--- src/rtl/cook_timer_ctrl_if.sv ---
// Control/status bundle for the microwave cook-time sequencer.
// The master side drives keypad/door inputs; the slave side is the controller.
interface cook_timer_ctrl_if;
  logic       load;
  logic [7:0] load_mm;
  logic [7:0] load_ss;
  logic       start;
  logic       stop;
  logic       door_closed;
  logic [7:0] mm;
  logic [7:0] ss;
  logic       mag_on;
  logic       done_beep;
  logic       load_err;
  logic [1:0] state;

  modport master (
    output load, load_mm, load_ss, start, stop, door_closed,
    input  mm, ss, mag_on, done_beep, load_err, state
  );

  modport slave (
    input  load, load_mm, load_ss, start, stop, door_closed,
    output mm, ss, mag_on, done_beep, load_err, state
  );
endinterface

--- src/rtl/cook_timer_ctrl.sv ---
// Microwave cook-time sequencer: BCD mm:ss countdown on an internal 1 s tick,
// door/start/stop interlocks, magnetron enable and timed end-of-cook beep.
module cook_timer_ctrl #(
  parameter int DIV    = 100,
  parameter int BEEP_S = 3
) (
  input  logic                clk_in,
  input  logic                rst_n,
  cook_timer_ctrl_if.slave    bus_if
);

  typedef enum logic [1:0] {
    IDLE  = 2'b00,
    COOK  = 2'b01,
    PAUSE = 2'b10,
    DONE  = 2'b11
  } state_e;

  localparam int PW = (DIV > 1) ? $clog2(DIV) : 1;
  localparam int BW = (BEEP_S > 1) ? $clog2(BEEP_S) : 1;
  localparam logic [PW-1:0] PRE_TC  = PW'(DIV - 1);
  localparam logic [BW-1:0] BEEP_TC = BW'(BEEP_S - 1);

  state_e        state_q, state_d;
  logic [7:0]    mm_q, mm_d;
  logic [7:0]    ss_q, ss_d;
  logic [PW-1:0] presc_q, presc_d;
  logic [BW-1:0] beep_q, beep_d;
  logic          mag_on_q, done_beep_q, load_err_q, load_err_d;

  logic          tick, load_ok, time_nz;
  logic [7:0]    mm_dec, ss_dec;

  function automatic logic [7:0] bcd_dec(input logic [7:0] v);
    if (v[3:0] == 4'd0) bcd_dec = {v[7:4] - 4'd1, 4'd9};
    else                bcd_dec = {v[7:4], v[3:0] - 4'd1};
  endfunction

  assign tick    = (presc_q == PRE_TC);
  assign time_nz = (mm_q != 8'h00) || (ss_q != 8'h00);
  assign load_ok = (bus_if.load_mm[7:4] <= 4'd9) && (bus_if.load_mm[3:0] <= 4'd9) &&
                   (bus_if.load_ss[7:4] <= 4'd5) && (bus_if.load_ss[3:0] <= 4'd9);

  // One-second countdown step: borrow from minutes when seconds hit 00.
  always_comb begin
    mm_dec = mm_q;
    ss_dec = ss_q;
    if (ss_q != 8'h00) begin
      ss_dec = bcd_dec(ss_q);
    end else if (mm_q != 8'h00) begin
      mm_dec = bcd_dec(mm_q);
      ss_dec = 8'h59;
    end
  end

  always_comb begin
    state_d    = state_q;
    mm_d       = mm_q;
    ss_d       = ss_q;
    presc_d    = presc_q;
    beep_d     = beep_q;
    load_err_d = bus_if.load && !load_ok;

    unique case (state_q)
      IDLE: begin
        // A load in the same cycle as start wins; start is dropped.
        if (bus_if.load) begin
          if (load_ok) begin
            mm_d = bus_if.load_mm;
            ss_d = bus_if.load_ss;
          end
        end else if (bus_if.start && !bus_if.stop && bus_if.door_closed && time_nz) begin
          state_d = COOK;
          presc_d = '0;
          beep_d  = '0;
        end
      end

      COOK: begin
        // Leaving for PAUSE freezes the prescaler so resume keeps the phase.
        if (!bus_if.door_closed || bus_if.stop) begin
          state_d = PAUSE;
        end else begin
          presc_d = tick ? '0 : presc_q + PW'(1);
          if (tick) begin
            mm_d = mm_dec;
            ss_d = ss_dec;
            if ((mm_dec == 8'h00) && (ss_dec == 8'h00)) begin
              state_d = DONE;
              presc_d = '0;
              beep_d  = '0;
            end
          end
        end
      end

      PAUSE: begin
        if (bus_if.stop) begin
          state_d = IDLE;
          mm_d    = 8'h00;
          ss_d    = 8'h00;
        end else if (bus_if.start && bus_if.door_closed) begin
          state_d = COOK;
        end
      end

      DONE: begin
        if (bus_if.start || bus_if.stop) begin
          state_d = IDLE;
          presc_d = '0;
          beep_d  = '0;
        end else begin
          presc_d = tick ? '0 : presc_q + PW'(1);
          if (tick) begin
            if (beep_q == BEEP_TC) begin
              state_d = IDLE;
              beep_d  = '0;
            end else begin
              beep_d = beep_q + BW'(1);
            end
          end
        end
      end

      default: state_d = IDLE;
    endcase
  end

  always_ff @(posedge clk_in or negedge rst_n) begin
    if (!rst_n) begin
      state_q     <= IDLE;
      mm_q        <= 8'h00;
      ss_q        <= 8'h00;
      presc_q     <= '0;
      beep_q      <= '0;
      mag_on_q    <= 1'b0;
      done_beep_q <= 1'b0;
      load_err_q  <= 1'b0;
    end else begin
      state_q     <= state_d;
      mm_q        <= mm_d;
      ss_q        <= ss_d;
      presc_q     <= presc_d;
      beep_q      <= beep_d;
      mag_on_q    <= (state_d == COOK);
      done_beep_q <= (state_d == DONE);
      load_err_q  <= load_err_d;
    end
  end

  assign bus_if.mm        = mm_q;
  assign bus_if.ss        = ss_q;
  assign bus_if.mag_on    = mag_on_q;
  assign bus_if.done_beep = done_beep_q;
  assign bus_if.load_err  = load_err_q;
  assign bus_if.state     = state_q;

endmodule

--- src/flat_wrapper.sv ---
// flat-port wrapper written by rule: the top's interface ports become plain ports
module cook_timer_ctrl_flat 
#(
  parameter int DIV    = 100,
  parameter int BEEP_S = 3
)
  (clk_in, rst_n, bus_if_load, bus_if_load_mm, bus_if_load_ss, bus_if_start, bus_if_stop, bus_if_door_closed, bus_if_mm, bus_if_ss, bus_if_mag_on, bus_if_done_beep, bus_if_load_err, bus_if_state);
  cook_timer_ctrl_if bus_if_i ();
  input  logic clk_in;
  input  logic rst_n;
  input wire logic [$bits(bus_if_i.load)-1:0] bus_if_load;
  input wire logic [$bits(bus_if_i.load_mm)-1:0] bus_if_load_mm;
  input wire logic [$bits(bus_if_i.load_ss)-1:0] bus_if_load_ss;
  input wire logic [$bits(bus_if_i.start)-1:0] bus_if_start;
  input wire logic [$bits(bus_if_i.stop)-1:0] bus_if_stop;
  input wire logic [$bits(bus_if_i.door_closed)-1:0] bus_if_door_closed;
  output wire logic [$bits(bus_if_i.mm)-1:0] bus_if_mm;
  output wire logic [$bits(bus_if_i.ss)-1:0] bus_if_ss;
  output wire logic [$bits(bus_if_i.mag_on)-1:0] bus_if_mag_on;
  output wire logic [$bits(bus_if_i.done_beep)-1:0] bus_if_done_beep;
  output wire logic [$bits(bus_if_i.load_err)-1:0] bus_if_load_err;
  output wire logic [$bits(bus_if_i.state)-1:0] bus_if_state;
  assign bus_if_i.load = bus_if_load;
  assign bus_if_i.load_mm = bus_if_load_mm;
  assign bus_if_i.load_ss = bus_if_load_ss;
  assign bus_if_i.start = bus_if_start;
  assign bus_if_i.stop = bus_if_stop;
  assign bus_if_i.door_closed = bus_if_door_closed;
  assign bus_if_mm = bus_if_i.mm;
  assign bus_if_ss = bus_if_i.ss;
  assign bus_if_mag_on = bus_if_i.mag_on;
  assign bus_if_done_beep = bus_if_i.done_beep;
  assign bus_if_load_err = bus_if_i.load_err;
  assign bus_if_state = bus_if_i.state;
  cook_timer_ctrl #(.DIV(DIV), .BEEP_S(BEEP_S)) u_core (.clk_in(clk_in), .rst_n(rst_n), .bus_if(bus_if_i));
endmodule
--- config.mk ---
export PLATFORM = sky130hd
export DESIGN_NAME = cook_timer_ctrl_flat
export DESIGN_NICKNAME = d
export VERILOG_FILES = /design/src/rtl/cook_timer_ctrl_if.sv /design/src/rtl/cook_timer_ctrl.sv /design/src/flat_wrapper.sv
export SDC_FILE = /design/constraint.sdc
export NUM_CORES = 1
export LEC_CHECK = 0
export ABC_AREA = 1
export BUFFER_PORTS_ARGS = -buffer_cell sky130_fd_sc_hd__clkbuf_2
export CORE_MARGIN = 2
export CORE_UTILIZATION = 50
export CTS_BUF_LIST = sky130_fd_sc_hd__clkbuf_16
export CTS_CLUSTER_SIZE = 14
export DETAILED_ROUTE_END_ITERATION = 10
export PLACE_DENSITY_LB_ADDON = 0.1
export REMOVE_ABC_BUFFERS = 1
export SYNTH_ARGS = -nofsm -noshare
export SYNTH_HDL_FRONTEND = slang
export SYNTH_SLANG_ARGS = --single-unit
export TNS_END_PERCENT = 100
--- constraint.sdc ---
create_clock -name clk_in -period 2.7 [get_ports clk_in]
set_clock_uncertainty 0.1 [all_clocks]
set_input_delay 0.54 -clock clk_in [delete_from_list [all_inputs] [get_ports clk_in]]
set_output_delay 0.54 -clock clk_in [all_outputs]
set_load 0.05 [all_outputs]
## Yosys cells after proc, flatten, opt, wreduce, memory -nomap -nowiden

Index checks and enable logic that the tools add are counted.

| cells by class | value |
|---|---|
| reductions and logical operators | 27 |
| muxes and demuxes | 45 |
| order comparisons | 4 |
| eq/ne operators | 16 |
| add/sub/neg operators | 6 |

Operator list:

| operator | number |
|---|---|
| $mux 8 | 15 |
| $mux 7 | 7 |
| $pmux 8 s3 | 2 |
| $mux 2 | 18 |
| $pmux 7 s3 | 1 |
| $logic_not 8->1 | 2 |
| $reduce_bool 8->1 | 2 |
| $sub 4x1->4 const B | 4 |
| $le 4x4->1 const B | 3 |
| $logic_and 1x1->1 | 9 |
| $eq 2x2->1 const B | 4 |
| $logic_not 4->1 | 2 |
| $ne 2x1->1 const B | 4 |
| $ne 2x2->1 const B | 4 |
| $pmux 2 s4 | 1 |
| $add 7x1->7 const B | 1 |
| $eq 7x7->1 const B | 1 |
| $reduce_and 7->1 | 1 |
| $pmux 2 s3 | 1 |
| $reduce_and 6->1 | 1 |
| $reduce_bool 3->1 | 2 |
| $eq 2x1->1 const B | 2 |
| $le 4x3->1 const B | 1 |
| $reduce_and 4->1 | 1 |
| other kinds (5) | 9 |

| word-level totals | value |
|---|---|
| output and inout bits | 21 |
| input bits | 22 |
| logic and storage cells | 106 |
| bits in registers | 30 |

## Logic depth before layout (Yosys ltp)

| logic depth | value |
|---|---|
| depth after elaboration | 11 |
| gate-level depth with buffers | 18 |
| mapped depth without buffers | 18 |

## Worst setup path before layout

OpenSTA, ideal clock, no wires.

| path | value |
|---|---|
| path kind | reg-to-reg |
| start | reg u_core.ss_q[4] (netlist: u_core.bus_if.ss[4]) |
| end | reg u_core.beep_q[0] |
| cell stages (with the launch flop) | 14 |
| path buffers | 1 |
| setup slack | 322 ps |
| arrival | 2155 ps |
| cell sequence | dfrtp_1 -> inv_1 -> ha_1 -> nand3_4 -> nor2_8 -> buf_8 -> nand2_1 -> nand3_1 -> nand2_1 -> nand3_2 -> nor2_2 -> nand2_1 -> a21oi_1 -> a21oi_1 |

| on the way | value |
|---|---|
| word-level cells in the longest chain between the ends | 7 |
| elaborated cells between the ends (all ways) | 14 |

RTL lines:

| what | RTL line | RTL |
|---|---|---|
| start: declaration | cook_timer_ctrl.sv:26 | `logic [7:0] ss_q, ss_d;` |
| start signal: assignment | cook_timer_ctrl.sv:142 | `ss_q <= ss_d;` |
| $sub 4x1->4 | cook_timer_ctrl.sv:35 | `if (v[3:0] == 4'd0) bcd_dec = {v[7:4] - 4'd1, 4'd9};` |
| $mux 8 | cook_timer_ctrl.sv:35 |  |
| $mux 8 | cook_timer_ctrl.sv:48 | `if (ss_q != 8'h00) begin` |
| $logic_not 8->1 | cook_timer_ctrl.sv:88 | `if ((mm_dec == 8'h00) && (ss_dec == 8'h00)) begin` |
| $logic_and 1x1->1 | cook_timer_ctrl.sv:88 |  |
| $ne 2x1->1 (no line) | n/a |  |
| $reduce_and 7->1 (no line) * | n/a |  |
| end signal: assignment | cook_timer_ctrl.sv:144 | `beep_q <= beep_d;` |
| end: declaration | cook_timer_ctrl.sv:28 | `logic [BW-1:0] beep_q, beep_d;` |

Every way passes the cells marked *; elsewhere a longest branch is shown, timed or not.
A chain may end at the register's enable or synchronous reset.

## Worst setup path in the final report

| path | value |
|---|---|
| start | reg u_core.ss_q[4] (netlist: u_core.bus_if.ss[4]) |
| end | reg u_core.mag_on_q (netlist: u_core.bus_if.mag_on) |

| on the way | value |
|---|---|
| word-level cells in the longest chain between the ends | 10 |
| elaborated cells between the ends (all ways) | 18 |

RTL lines:

| what | RTL line | RTL |
|---|---|---|
| $sub 4x1->4 | cook_timer_ctrl.sv:35 |  |
| $mux 8 | cook_timer_ctrl.sv:35 |  |
| $mux 8 | cook_timer_ctrl.sv:48 |  |
| $logic_not 8->1 | cook_timer_ctrl.sv:88 |  |
| $logic_and 1x1->1 | cook_timer_ctrl.sv:88 |  |
| $mux 2 | cook_timer_ctrl.sv:88 |  |
| $mux 2 | cook_timer_ctrl.sv:85 | `if (tick) begin` |
| $mux 2 | cook_timer_ctrl.sv:81 | `if (!bus_if.door_closed \|\| bus_if.stop) begin` |
| $pmux 2 s4 * | cook_timer_ctrl.sv:64 | `unique case (state_q)` |
| named net u_core.state_d[1] | cook_timer_ctrl.sv:24 | `state_e state_q, state_d;` |
| $eq 2x1->1 * | cook_timer_ctrl.sv:145 | `mag_on_q <= (state_d == COOK);` |
| end signal: assignment | cook_timer_ctrl.sv:145 |  |
| end: declaration | cook_timer_ctrl.sv:29 | `logic mag_on_q, done_beep_q, load_err_q, load_err_d;` |

The timed path passes the listed nets; every way through them passes the cells marked *.

==> flow_summary.yaml <==
route:
  wl_mm: 5.390
  viasPerCell: 5.359
  vias: 2149
  drt_pass1_iterations: 5
  wl_per_cell_um: 13.44
  initialDrtViolationCount: 216
  drc: 0
  drtAntennaViolNets: 0
power_and_ir_drop:
  cellLeakagePower_nw: 1.351
  vdd_drop_max_mv: 0.6903
  power_density_mw_per_mm2: 1392
clock_network:
  cts-root-buf: "clkbuf_16"
  cts_buffers: 5
  cts_repair_resize_count: 0
  clk_path_buf_depth: 2
  worstSkewPairLatency_ns: 0.28
  tritoncts: "done"
  cts.sinks: 30
  h-tree-depth: 2
  cts.clk_slew.worst_paths_ns: 0.05
  cts_setup_buffers: 0
  ctsHoldBuffers: 0
outcome:
  status: "finished, final reports clean"
logic_synthesis:
  ys_seq_area_frac: 0.3405
  async_reset_ff_frac: 1.000
  syn_area_mm2: 0.002205
  yosysUniqueCellTypes: 38
  synth_cells: 304
  yosys_warnings: 0
  ys_seq_elements: 30
  synth_flop_cell: "dfrtp_1"
  post_synth.cell_area_avg_um2: 7.252
  synth_enable_flop_cells: 0
critical_path:
  arrival_ns: 2.46
  cp_max_fo: 14
  end_kind: "flop"
  worstPathRequired_ns: 2.77
  crit_path_start_kind: "flop"
  slowest_stage: "dfrtp_1"
  crit_path_cell_trace: "inv_1 > ha_1 > nand3_4 > nor2_8 > nand2_1 > nand2_1 > nand2_1 > nor2_1 > nand3_1 > nor2_2 > nand3_2 > nand2_1 > nand2_2 > a21oi_2 > nor2_1"
  path_class: "flop to flop"
  cpMostUsedCell: "nand2_1"
  cpPeakStageDelay_ns: 0.37
floorplan:
  initial_utilization: 0.5134
  coreArea_mm2: 0.004294
  die_h_um: 70.40
  die_area_mm2: 0.004956
  ios: 43
  die_w_um: 70.40
  rows: 24
final_layout:
  nNetsFinal: 380
  final_cell_mix: "64 x nand2_1, 42 x clkbuf_2, 41 x inv_1"
  antenna_cells: 0
  n_fill_cell: 437
  postLayoutCellArea_mm2: 0.002616
  drive_gt1_frac: 0.2178
  areaGrowthSynthToFinish_pct: 18.67
  multi_input_area_mm2: 0.001252
  final_common_cell: "nand2_1"
  seq_area_um2: 750.7
timing:
  whs_ns: 0.2399
  maxSlewViolCount: 0
  worst_slack_ns: 0.3036
  finalSetupViolCount: 0
  fmax_ghz: 0.4173
  tightest_slew_ns: 0.7915
  min_period_ns: 2.396
  finalCritPeriodShare: 0.8875
  relSlewSlack: 0.4723
  setup_tns_ns: 0
  rsz0062_at_grt: "no"
  final_hold_viol_count: 0
placement:
  gp_congestion: 0.9166
  place_area_mm2: 0.002451
  io_buffers: 42
  place_hpwl_mm: 3.989
  place_ws_ns: 0.3217
grt:
  antenna_found_initial: 0
  first_global_vias: 1988
  grt_first_pass_wirelength_mm: 9.183
  gr-total-overflow: 0
  track_usage: 0.2336
  grt_max_degree: 31
hold_path:
  hp-class: "input port to async pin"
run:
  maxCapViolCount: 0
==> routing by layer <==
metal | vias up | GRT usage | wire length (um)
met2 | 58 | 0.3459 | 2280
met3 | 8 | 0.04762 | 296
met5 | - | 0 | 0
met4 | 0 | 0.08547 | 97
li1 | 1101 | - | -
met1 | 982 | 0.3355 | 2715
==> path summary, 6_finish.rpt <==
| path | from | to | slack, ns | cells after the start |
|---|---|---|---|---|
| worst max-delay path | u_core.bus_if.ss[4] | u_core.bus_if.mag_on | 0.30 | 15 |
| worst min-delay path | rst_n | u_core.bus_if.ss[6] | 0.24 | 1 |
| worst max register to register | u_core.bus_if.ss[4] | u_core.bus_if.mag_on | 0.30 | 15 |
| worst min register to register | u_core.beep_q[1] | u_core.beep_q[1] | 0.43 | 2 |
| max in group asynchronous | rst_n | u_core.bus_if.done_beep | 1.77 | 1 |
| min in group clk_in | bus_if_load_ss[0] | u_core.bus_if.ss[0] | 0.42 | 3 |
==> kinds of logic (layout without fill, tap and decap cells) <==
kind of cell | after synthesis | after routing | share of synthesized area
buffers and inverters | 50 | 95 | 0.09137
and+or+nand+nor | 141 | 141 | 0.3133
AOI/OAI and AO/OA | 69 | 69 | 0.1822
xor gates and xnor gates | 4 | 4 | 0.01589
adders and majority gates | 10 | 10 | 0.05675
DFF | 30 | 30 | 0.3405
==> worst max-delay path, delay by kind of cell, from the launching register on <==
family                     cells  cell delay, ns
buffers and inverters          1            0.19
AOI/OAI and AO/OA              1            0.15
and+or+nand+nor               12            1.25
adders and majority gates      1            0.23
DFF                            1            0.37
==> final cells by class <==
| type | count | share of cell area |
|---|---|---|
| timing repair buffer | 43 | 0.08321 |
| clock inverter | 3 | 0.01530 |
| inverter | 44 | 0.06313 |
| clock buffer | 5 | 0.04782 |
| multi-input combinational | 224 | 0.4787 |
| sequential | 30 | 0.2869 |
| tap | 52 | 0.02487 |
==> synthesized netlist by cell type, drive strengths merged (2+ instances only) <==
| cell | n | area (um2) |
|---|---|---|
| a211oi | 3 | 22.52 |
| a21oi | 21 | 108.9 |
| xor2 | 3 | 26.28 |
| nand3 | 18 | 112.6 |
| clkbuf | 3 | 11.26 |
| a31oi | 2 | 12.51 |
| nand4 | 6 | 37.54 |
| ha | 10 | 125.1 |
| inv | 44 | 165.2 |
| dfrtp | 30 | 750.7 |
| nor2 | 35 | 177.7 |
| nor3 | 5 | 30.03 |
| or2 | 2 | 12.51 |
| o21ai | 27 | 135.1 |
| buf | 3 | 25.02 |
| nand2 | 70 | 282.8 |
| a22oi | 12 | 90.09 |
| nor3b | 2 | 15.01 |
==> state kept, by name, summed over array words and instances, names as in the netlist <==
register / count
u_core.beep_q: 2
u_core.bus_if.done_beep: 1
u_core.bus_if.load_err: 1
u_core.bus_if.mag_on: 1
u_core.bus_if.mm: 8
u_core.bus_if.ss: 8
u_core.bus_if.state: 2
u_core.presc_q: 7
==> power breakdown <==
| group | leakage (nW) | internal, W | total, W | switching [W] |
|---|---|---|---|---|
| Clock | 0.0836 | 0.000431 | 0.000641 | 0.000209 |
| Combinational | 0.889 | 0.000617 | 0.00219 | 0.00157 |
| Sequential | 0.378 | 0.000624 | 0.000813 | 0.000189 |
| Total | 1.35 | 0.00167 | 0.00364 | 0.00197 |
==> stage by stage <==
step	total power [W]	util	cells
CTS	0.003647	0.6093	401
floorplan	0.002476	-	298
global placement	0.002978	0.5708	393
finish	0.003641	0.6093	401
global route	0.003937	0.6093	401
detailed placement	0.002996	0.5708	393
Note: power is estimated with default switching activity, not from simulation.
